--- src/rtl/pc_unit_if.sv ---
// rtl/pc_unit_if.sv - request/status bundle between the fetch stage and the PC unit
interface pc_unit_if #(
  parameter int WIDTH     = 32,
  parameter int IMM_WIDTH = 16,
  parameter int SHIFT     = 2
);
  logic                      Stall;
  logic                      Branch;
  logic [IMM_WIDTH-1:0]      Imm;
  logic                      Jump;
  logic [WIDTH-4-SHIFT-1:0]  JumpIndex;
  logic                      JumpReg;
  logic [WIDTH-1:0]          RegTarget;
  logic [WIDTH-1:0]          Pc;
  logic [WIDTH-1:0]          PcNext;
  logic [WIDTH-1:0]          BranchTarget;
  logic                      Redirected;
  logic                      Misaligned;
  logic                      Pending;

  // Pipeline side: raises stall/redirect requests, observes the PC state
  modport master (
    output Stall, Branch, Imm, Jump, JumpIndex, JumpReg, RegTarget,
    input  Pc, PcNext, BranchTarget, Redirected, Misaligned, Pending
  );

  // PC unit side
  modport slave (
    input  Stall, Branch, Imm, Jump, JumpIndex, JumpReg, RegTarget,
    output Pc, PcNext, BranchTarget, Redirected, Misaligned, Pending
  );
endinterface

--- src/rtl/pc_unit.sv ---
// rtl/pc_unit.sv - registered, stall-aware program counter with buffered redirects
module pc_unit #(
  parameter int             WIDTH        = 32,
  parameter int             IMM_WIDTH    = 16,
  parameter int             SHIFT        = 2,
  parameter int             STEP         = 4,
  parameter logic [WIDTH-1:0] RESET_VECTOR = '0
) (
  input logic     Clk,
  input logic     Reset,
  pc_unit_if.slave bus
);
  localparam logic MIS_RESET = |RESET_VECTOR[SHIFT-1:0];

  logic [WIDTH-1:0] pcQ;
  logic [WIDTH-1:0] pcD;
  logic [WIDTH-1:0] pcNext;
  logic [WIDTH-1:0] sextImm;
  logic [WIDTH-1:0] branchTarget;
  logic [WIDTH-1:0] jumpTarget;
  logic [WIDTH-1:0] reqTarget;
  logic [WIDTH-1:0] pendTargetQ;
  logic [WIDTH-1:0] pendTargetD;
  logic             pendValidQ;
  logic             pendValidD;
  logic             redirectedQ;
  logic             redirectedD;
  logic             misalignedQ;
  logic             request;

  // Sequential/branch/jump targets and the prioritised redirect target
  always_comb begin
    pcNext       = pcQ + WIDTH'(STEP);
    sextImm      = {{(WIDTH-IMM_WIDTH){bus.Imm[IMM_WIDTH-1]}}, bus.Imm};
    branchTarget = pcNext + (sextImm << SHIFT);
    jumpTarget   = {pcNext[WIDTH-1:WIDTH-4], bus.JumpIndex, {SHIFT{1'b0}}};
    request      = bus.JumpReg | bus.Jump | bus.Branch;
    if (bus.JumpReg) begin
      reqTarget = bus.RegTarget;
    end else if (bus.Jump) begin
      reqTarget = jumpTarget;
    end else begin
      reqTarget = branchTarget;
    end
  end

  // Next-PC selection: stall buffers the latest request, release applies it
  always_comb begin
    pcD         = pcNext;
    redirectedD = 1'b0;
    pendValidD  = pendValidQ;
    pendTargetD = pendTargetQ;
    if (bus.Stall) begin
      pcD = pcQ;
      if (request) begin
        pendValidD  = 1'b1;
        pendTargetD = reqTarget;
      end
    end else if (request) begin
      pcD         = reqTarget;
      redirectedD = 1'b1;
      pendValidD  = 1'b0;
    end else if (pendValidQ) begin
      pcD         = pendTargetQ;
      redirectedD = 1'b1;
      pendValidD  = 1'b0;
    end
  end

  // PC and status registers; reset discards any buffered redirect
  always_ff @(posedge Clk) begin
    if (Reset) begin
      pcQ         <= RESET_VECTOR;
      pendValidQ  <= 1'b0;
      redirectedQ <= 1'b0;
      misalignedQ <= MIS_RESET;
    end else begin
      pcQ         <= pcD;
      pendValidQ  <= pendValidD;
      redirectedQ <= redirectedD;
      misalignedQ <= |pcD[SHIFT-1:0];
    end
  end

  // Buffered target needs no reset; it is only used while pendValidQ is set
  always_ff @(posedge Clk) begin
    pendTargetQ <= pendTargetD;
  end

  assign bus.Pc           = pcQ;
  assign bus.PcNext       = pcNext;
  assign bus.BranchTarget = branchTarget;
  assign bus.Redirected   = redirectedQ;
  assign bus.Misaligned   = misalignedQ;
  assign bus.Pending      = pendValidQ;
endmodule

--- src/flat_wrapper.sv ---
// flat-port wrapper written by rule: the top's interface ports become plain ports
module pc_unit_flat 
#(
  parameter int             WIDTH        = 32,
  parameter int             IMM_WIDTH    = 16,
  parameter int             SHIFT        = 2,
  parameter int             STEP         = 4,
  parameter logic [WIDTH-1:0] RESET_VECTOR = '0
)
  (Clk, Reset, bus_Stall, bus_Branch, bus_Imm, bus_Jump, bus_JumpIndex, bus_JumpReg, bus_RegTarget, bus_Pc, bus_PcNext, bus_BranchTarget, bus_Redirected, bus_Misaligned, bus_Pending);
  pc_unit_if #(.WIDTH(WIDTH), .IMM_WIDTH(IMM_WIDTH), .SHIFT(SHIFT)) bus_i ();
  input logic Clk;
  input logic Reset;
  input wire logic [$bits(bus_i.Stall)-1:0] bus_Stall;
  input wire logic [$bits(bus_i.Branch)-1:0] bus_Branch;
  input wire logic [$bits(bus_i.Imm)-1:0] bus_Imm;
  input wire logic [$bits(bus_i.Jump)-1:0] bus_Jump;
  input wire logic [$bits(bus_i.JumpIndex)-1:0] bus_JumpIndex;
  input wire logic [$bits(bus_i.JumpReg)-1:0] bus_JumpReg;
  input wire logic [$bits(bus_i.RegTarget)-1:0] bus_RegTarget;
  output wire logic [$bits(bus_i.Pc)-1:0] bus_Pc;
  output wire logic [$bits(bus_i.PcNext)-1:0] bus_PcNext;
  output wire logic [$bits(bus_i.BranchTarget)-1:0] bus_BranchTarget;
  output wire logic [$bits(bus_i.Redirected)-1:0] bus_Redirected;
  output wire logic [$bits(bus_i.Misaligned)-1:0] bus_Misaligned;
  output wire logic [$bits(bus_i.Pending)-1:0] bus_Pending;
  assign bus_i.Stall = bus_Stall;
  assign bus_i.Branch = bus_Branch;
  assign bus_i.Imm = bus_Imm;
  assign bus_i.Jump = bus_Jump;
  assign bus_i.JumpIndex = bus_JumpIndex;
  assign bus_i.JumpReg = bus_JumpReg;
  assign bus_i.RegTarget = bus_RegTarget;
  assign bus_Pc = bus_i.Pc;
  assign bus_PcNext = bus_i.PcNext;
  assign bus_BranchTarget = bus_i.BranchTarget;
  assign bus_Redirected = bus_i.Redirected;
  assign bus_Misaligned = bus_i.Misaligned;
  assign bus_Pending = bus_i.Pending;
  pc_unit #(.WIDTH(WIDTH), .IMM_WIDTH(IMM_WIDTH), .SHIFT(SHIFT), .STEP(STEP), .RESET_VECTOR(RESET_VECTOR)) u_core (.Clk(Clk), .Reset(Reset), .bus(bus_i));
endmodule
--- config.mk ---
export PLATFORM = sky130hd
export DESIGN_NAME = pc_unit_flat
export DESIGN_NICKNAME = d
export VERILOG_FILES = /design/src/rtl/pc_unit_if.sv /design/src/rtl/pc_unit.sv /design/src/flat_wrapper.sv
export SDC_FILE = /design/constraint.sdc
export NUM_CORES = 1
export LEC_CHECK = 0
export CAP_MARGIN = 20
export CORE_UTILIZATION = 41
export CTS_CLUSTER_DIAMETER = 40
export DETAILED_ROUTE_END_ITERATION = 7
export PLACE_DENSITY_LB_ADDON = 0.15
export SLEW_MARGIN = 20
export SYNTH_ARGS = -nofsm -noshare
export SYNTH_HDL_FRONTEND = slang
export SYNTH_SLANG_ARGS = --single-unit
--- constraint.sdc ---
create_clock -name Clk -period 9.95 [get_ports Clk]
set_clock_uncertainty 0.2 [all_clocks]
set_input_delay 1.99 -clock Clk [delete_from_list [all_inputs] [get_ports Clk]]
set_output_delay 1.99 -clock Clk [all_outputs]
set_load 0.05 [all_outputs]
* Word-level counts from Yosys, hierarchy flattened
Cells that the tools add are included.
** Word-level totals
- Register bits after elaboration :: 67
- Input port bits :: 80
- Output and inout port bits :: 99
** Operators by class
- Add/sub/neg operators :: 2
- Multiplexer cells :: 7
- Bitwise operators :: 3
- Reduce and logical (&&, ||, !) cells :: 4
** Operator list (count)
- 32-bit two-way mux :: 4
- 32-bit by 3-bit adder with 32-bit output, second input constant :: 1
- 32-bit adder :: 1
- 2-bit OR reduction :: 3
- 1-bit two-way mux :: 2
- 2-bit two-way mux :: 1
- 1-bit OR :: 2
- 2-bit AND reduction :: 1
- 1-bit NOT :: 1

* Logic depth before layout (Yosys ltp)
- Depth after elaboration :: 7
- Depth in mapped cells :: 18
- Gate-level depth less buffers :: 14

* Worst setup path after synthesis
No wires, ideal clock.
- Kind :: register -> output
- From :: reg u_core.pcQ[4] (netlist: u_core.bus.Pc[4])
- To :: out bus_BranchTarget[25]
- Arrival time :: 4.963 ns
- Required time :: 7.760 ns
- Path slack :: 2.797 ns
- Stages on the path, launching flop included :: 14
- Path buffers :: 3
- Path through :: dfxtp_1 > buf_2 > and3_1 > buf_2 > and3_1 > buf_4 > and4_1 > xor2_1 > ha_1 > nand2_1 > o21ai_0 > a41oi_1 > o32ai_1 > a211oi_1
** Between the ends
- Longest elaborated chain between the ends :: 2
** Ends and longest elaborated chain
- start: declaration :: line pc_unit.sv:15 : logic [WIDTH-1:0] pcQ;
- start signal: assignment :: line pc_unit.sv:78 : pcQ <= pcD;
- 32-bit by 3-bit adder with 32-bit output :: line pc_unit.sv:33 : pcNext = pcQ + WIDTH'(STEP);
- net bus_PcNext[15] :: line flat_wrapper.sv:22 : output wire logic [$bits(bus_i.PcNext)-1:0] bus_PcNext;
- 32-bit adder :: line pc_unit.sv:35 : branchTarget = pcNext + (sextImm << SHIFT);
- end: declaration :: line flat_wrapper.sv:23 : output wire logic [$bits(bus_i.BranchTarget)-1:0] bus_BranchTarget;
The timed path passes the listed nets, and every way through them passes these cells.

* Worst setup path in the final report
- From :: in bus_Imm[15]
- To :: out bus_BranchTarget[25]
** Between the ends
- Longest elaborated chain between the ends :: 1
** Ends and longest elaborated chain
- start: declaration :: line flat_wrapper.sv:16 : input wire logic [$bits(bus_i.Imm)-1:0] bus_Imm;
- 32-bit adder :: line pc_unit.sv:35
Every way passes these cells.

==> metrics.txt <==
number of synthesized flops with an enable pin 32; Setup Buffers After CTS 0; WL final 22.9 mm; Max Slew Vio Count 0; CTS clk-pin slew, worst paths 0.06 ns; outcome finished, final reports clean; routed vias 6591; top cells by area, synth edfxtp_1 15%, dfxtp_1 11%, ha_1 7.2%; post-synthesis mux area share 6.98%; H-tree depth 3; largest net degree at the start of global routing 64; setup TNS 0 ns; initial DRC count 525; main combinational cell family by area after synthesis compound AO/OA/AOI/OAI gates; largest stage delay on the critical path 1.04 ns; Core ar. 15300 µm²; FF+latch count, synth 67; top cell type's share of synthesized area 14.9%; clock sinks 67; Final #Nets 1049; P&R area growth vs syn 33.5%; library cells used by synthesis 89; largest area contributor in the netlist edfxtp_1; Post-Synth XOR/XNOR Area 6.71%; routed len/inst 20.0 µm; Max transition margin 41.9%; share of layout cells above drive strength 1 8.12%; initial antenna violation count 0; startpoint types primary input; main flop type after synthesis dfxtp_1; fin crit share 80.0%; FP Rows 45; post-CTS resize count 0; GRT Total Usage 28.3%; clk_lat worst skew 0.35 ns; CTS max path bufs 2; fin area 8620 µm²; antenna cells 0; highest attainable clock frequency 126 MHz; first-pass GRT wire length 34.8 mm; gr busiest metal met2; number of buffers inserted by port buffering 178; total grt overflow 0; Power Dens Cells 158 nW/µm²; Critical path buffers and inverters 2; TritonCTS buffer count 9; Hold-fix buffers, CTS 0; Post-Synth Adder-Cell Area 7.48%; crit end category primary output; highest-delay cell along the critical path clkdlybuf4s50_1; CP top delay family buffers and inverters; Synth Area per Inst 8.25 µm²; maximum VDD drop 0.113 mV; async set-or-reset flop fraction in the synthesized netlist 0%; via/cell ratio 5.75; Ys Warns 0; routing usage on met3 5.53%; final core occ 56.5%; clk root buf clkbuf_16; met1 Use GR 37.9%; worst hold-check path type flop to flop; Post-route DRC 0; required time of the critical path 7.76 ns; Die W 127 µm; P_leak 3.37 nW; dpl cell area 8270 µm²; Mapped Cells 782; vias in the first global route 6208; count of final hold-check violations 0; area of the mapped netlist 6450 µm²; Die ar. 16200 µm²; Setup Crit Path Kind primary input to primary output; IO Count 179; CTS tree built; GR met2 Demand/Resource 45.1%; Seq/Total Area, Yosys 25.7%; Mapped Nets 900; min cycle time layout 7.96 ns; unrepaired setup endpoints after global routing false; Die H 127 µm; Fin Hold WS 0.325 ns; Tightest Pin Transition 0.868 ns; Max Fanout on Critical Path 18; drt pass-1 iters 6; worst path cell trace clkdlybuf4s50_1 > ha_1 > a21oi_1 > o21bai_1 > a21oi_1 > mux2i_1 > o31ai_1 > a211oi_1 > clkdlybuf4s50_1; Synth Area in Compound Gates 24.8%; ANT nets after route 0; Max Cap Viol 0; starting density of the core 42.3%; endpoints failing setup 0; Synth Area in Simple Gates 22.0%; Routability Congestion 0.930; detailed-placement wirelength estimate 17.0 mm; dpl ws 2.02 ns; CP Data Arrival Time 5.77 ns; PnR worst setup slack 1.99 ns
==> report_power, final <==
part | internal [W] | total (W) | switching [W]
registers | 0.000317 | 0.000339 | 0.0000219
logic | 0.000225 | 0.000638 | 0.000413
clock network | 0.000252 | 0.000384 | 0.000132
==> tightest hold or removal path, cell delays in order (launching register included) <==
cell     delay (ns)
dfxtp_1        0.34
nor2_1         0.09
nor3_1         0.04
==> final timing paths <==
| path | start | depth (start not counted) | end | slack, ns |
|---|---|---|---|---|
| worst max-delay path | bus_Imm[15] | 9 | bus_BranchTarget[25] | 1.99 |
| worst min-delay path | u_core.bus.Pc[27]$_SDFFE_PP0N_ | 2 | u_core.bus.Pc[27]$_SDFFE_PP0N_ | 0.32 |
| worst max register to register | u_core.bus.Pc[4]$_SDFFE_PP0N_ | 13 | u_core.pendTargetQ[28]$_DFFE_PP_ | 5.30 |
| worst min register to register | u_core.bus.Pc[27]$_SDFFE_PP0N_ | 2 | u_core.bus.Pc[27]$_SDFFE_PP0N_ | 0.32 |
==> stage by stage <==
stage | cells | total power, W
finish | 1147 | 0.00136
global route | 1147 | 0.00141
CTS | 1147 | 0.00136
detailed placement | 1131 | 0.000976
global placement | 1131 | 0.000976
floorplan | 782 | 0.000773
==> kinds of logic (layout without fill, tap and decap cells) <==
group,Yosys count,after routing
buffers and inverters,77,231
flip-flops,67,67
XOR/XNOR,46,46
multiplexers,44,44
AND/OR/NAND/NOR,278,278
adder cells (fa/ha/maj),38,38
AO/OA/AOI/OAI,232,232
==> routing by layer <==
metal	part of all wire, %	vias to the layer above
li1	-	3220
met1	45	3064
met2	46	272
met3	6.7	35
met4	2.7	0
met5	0	-
==> flip-flops by register name, summed over array words and instances, names as in the netlist <==
signal	count
u_core.bus.Pc	32
u_core.pendTargetQ	32
u_core.bus.Misaligned	1
u_core.bus.Pending	1
u_core.bus.Redirected	1
==> final cells by class <==
class	count	area, µm²
multi-input cells	638	4390
flip-flops and latches	67	1660
clock buffers	10	239
fillers	1433	6640
well taps	211	264
inverters	28	105
repair buffers	187	1840
clock inverters	6	111
==> synthesized netlist by cell type, drive strengths merged, types with 3 or more instances <==
library cell	count
ha	37
mux2i	36
and2	5
a211oi	14
o2111a	3
nor2	67
dfxtp	35
o21a	10
a31o	5
nor3b	3
a2111oi	3
nor3	25
o31ai	5
xor2	13
nor2b	7
xnor2	33
and4	6
a211o	5
nand3b	5
buf	21
and3	13
a221oi	7
or2	4
a21o	11
o2111ai	5
edfxtp	32
o21bai	10
a31oi	7
nand3	22
nand2	74
inv	27
clkbuf	28
o22ai	8
nand4	17
o21ai	44
a21oi	63
nand2b	14
mux2	8
nor4	3
or3	8
o211ai	10
==> placed cells by master (no fill, tap or decap), types with 6 or more instances in the layout <==
master / n
buf_4: 9
inv_1: 27
o21bai_1: 9
o21ai_0: 43
dfxtp_1: 34
and3_1: 13
or3_1: 7
ha_1: 37
o21a_1: 10
a211oi_1: 11
nand2_1: 74
o22ai_1: 8
nand4_1: 15
o211ai_1: 10
edfxtp_1: 32
nand3_1: 21
mux2i_1: 36
a221oi_1: 6
a21o_1: 9
nor3_1: 23
nor2b_1: 7
xnor2_1: 30
clkbuf_16: 9
clkdlybuf4s50_1: 176
a21oi_1: 62
a31oi_1: 7
and4_1: 6
nor2_1: 64
xor2_1: 12
mux2_2: 8
nand2b_1: 13
(Power assumes the default switching activity.)
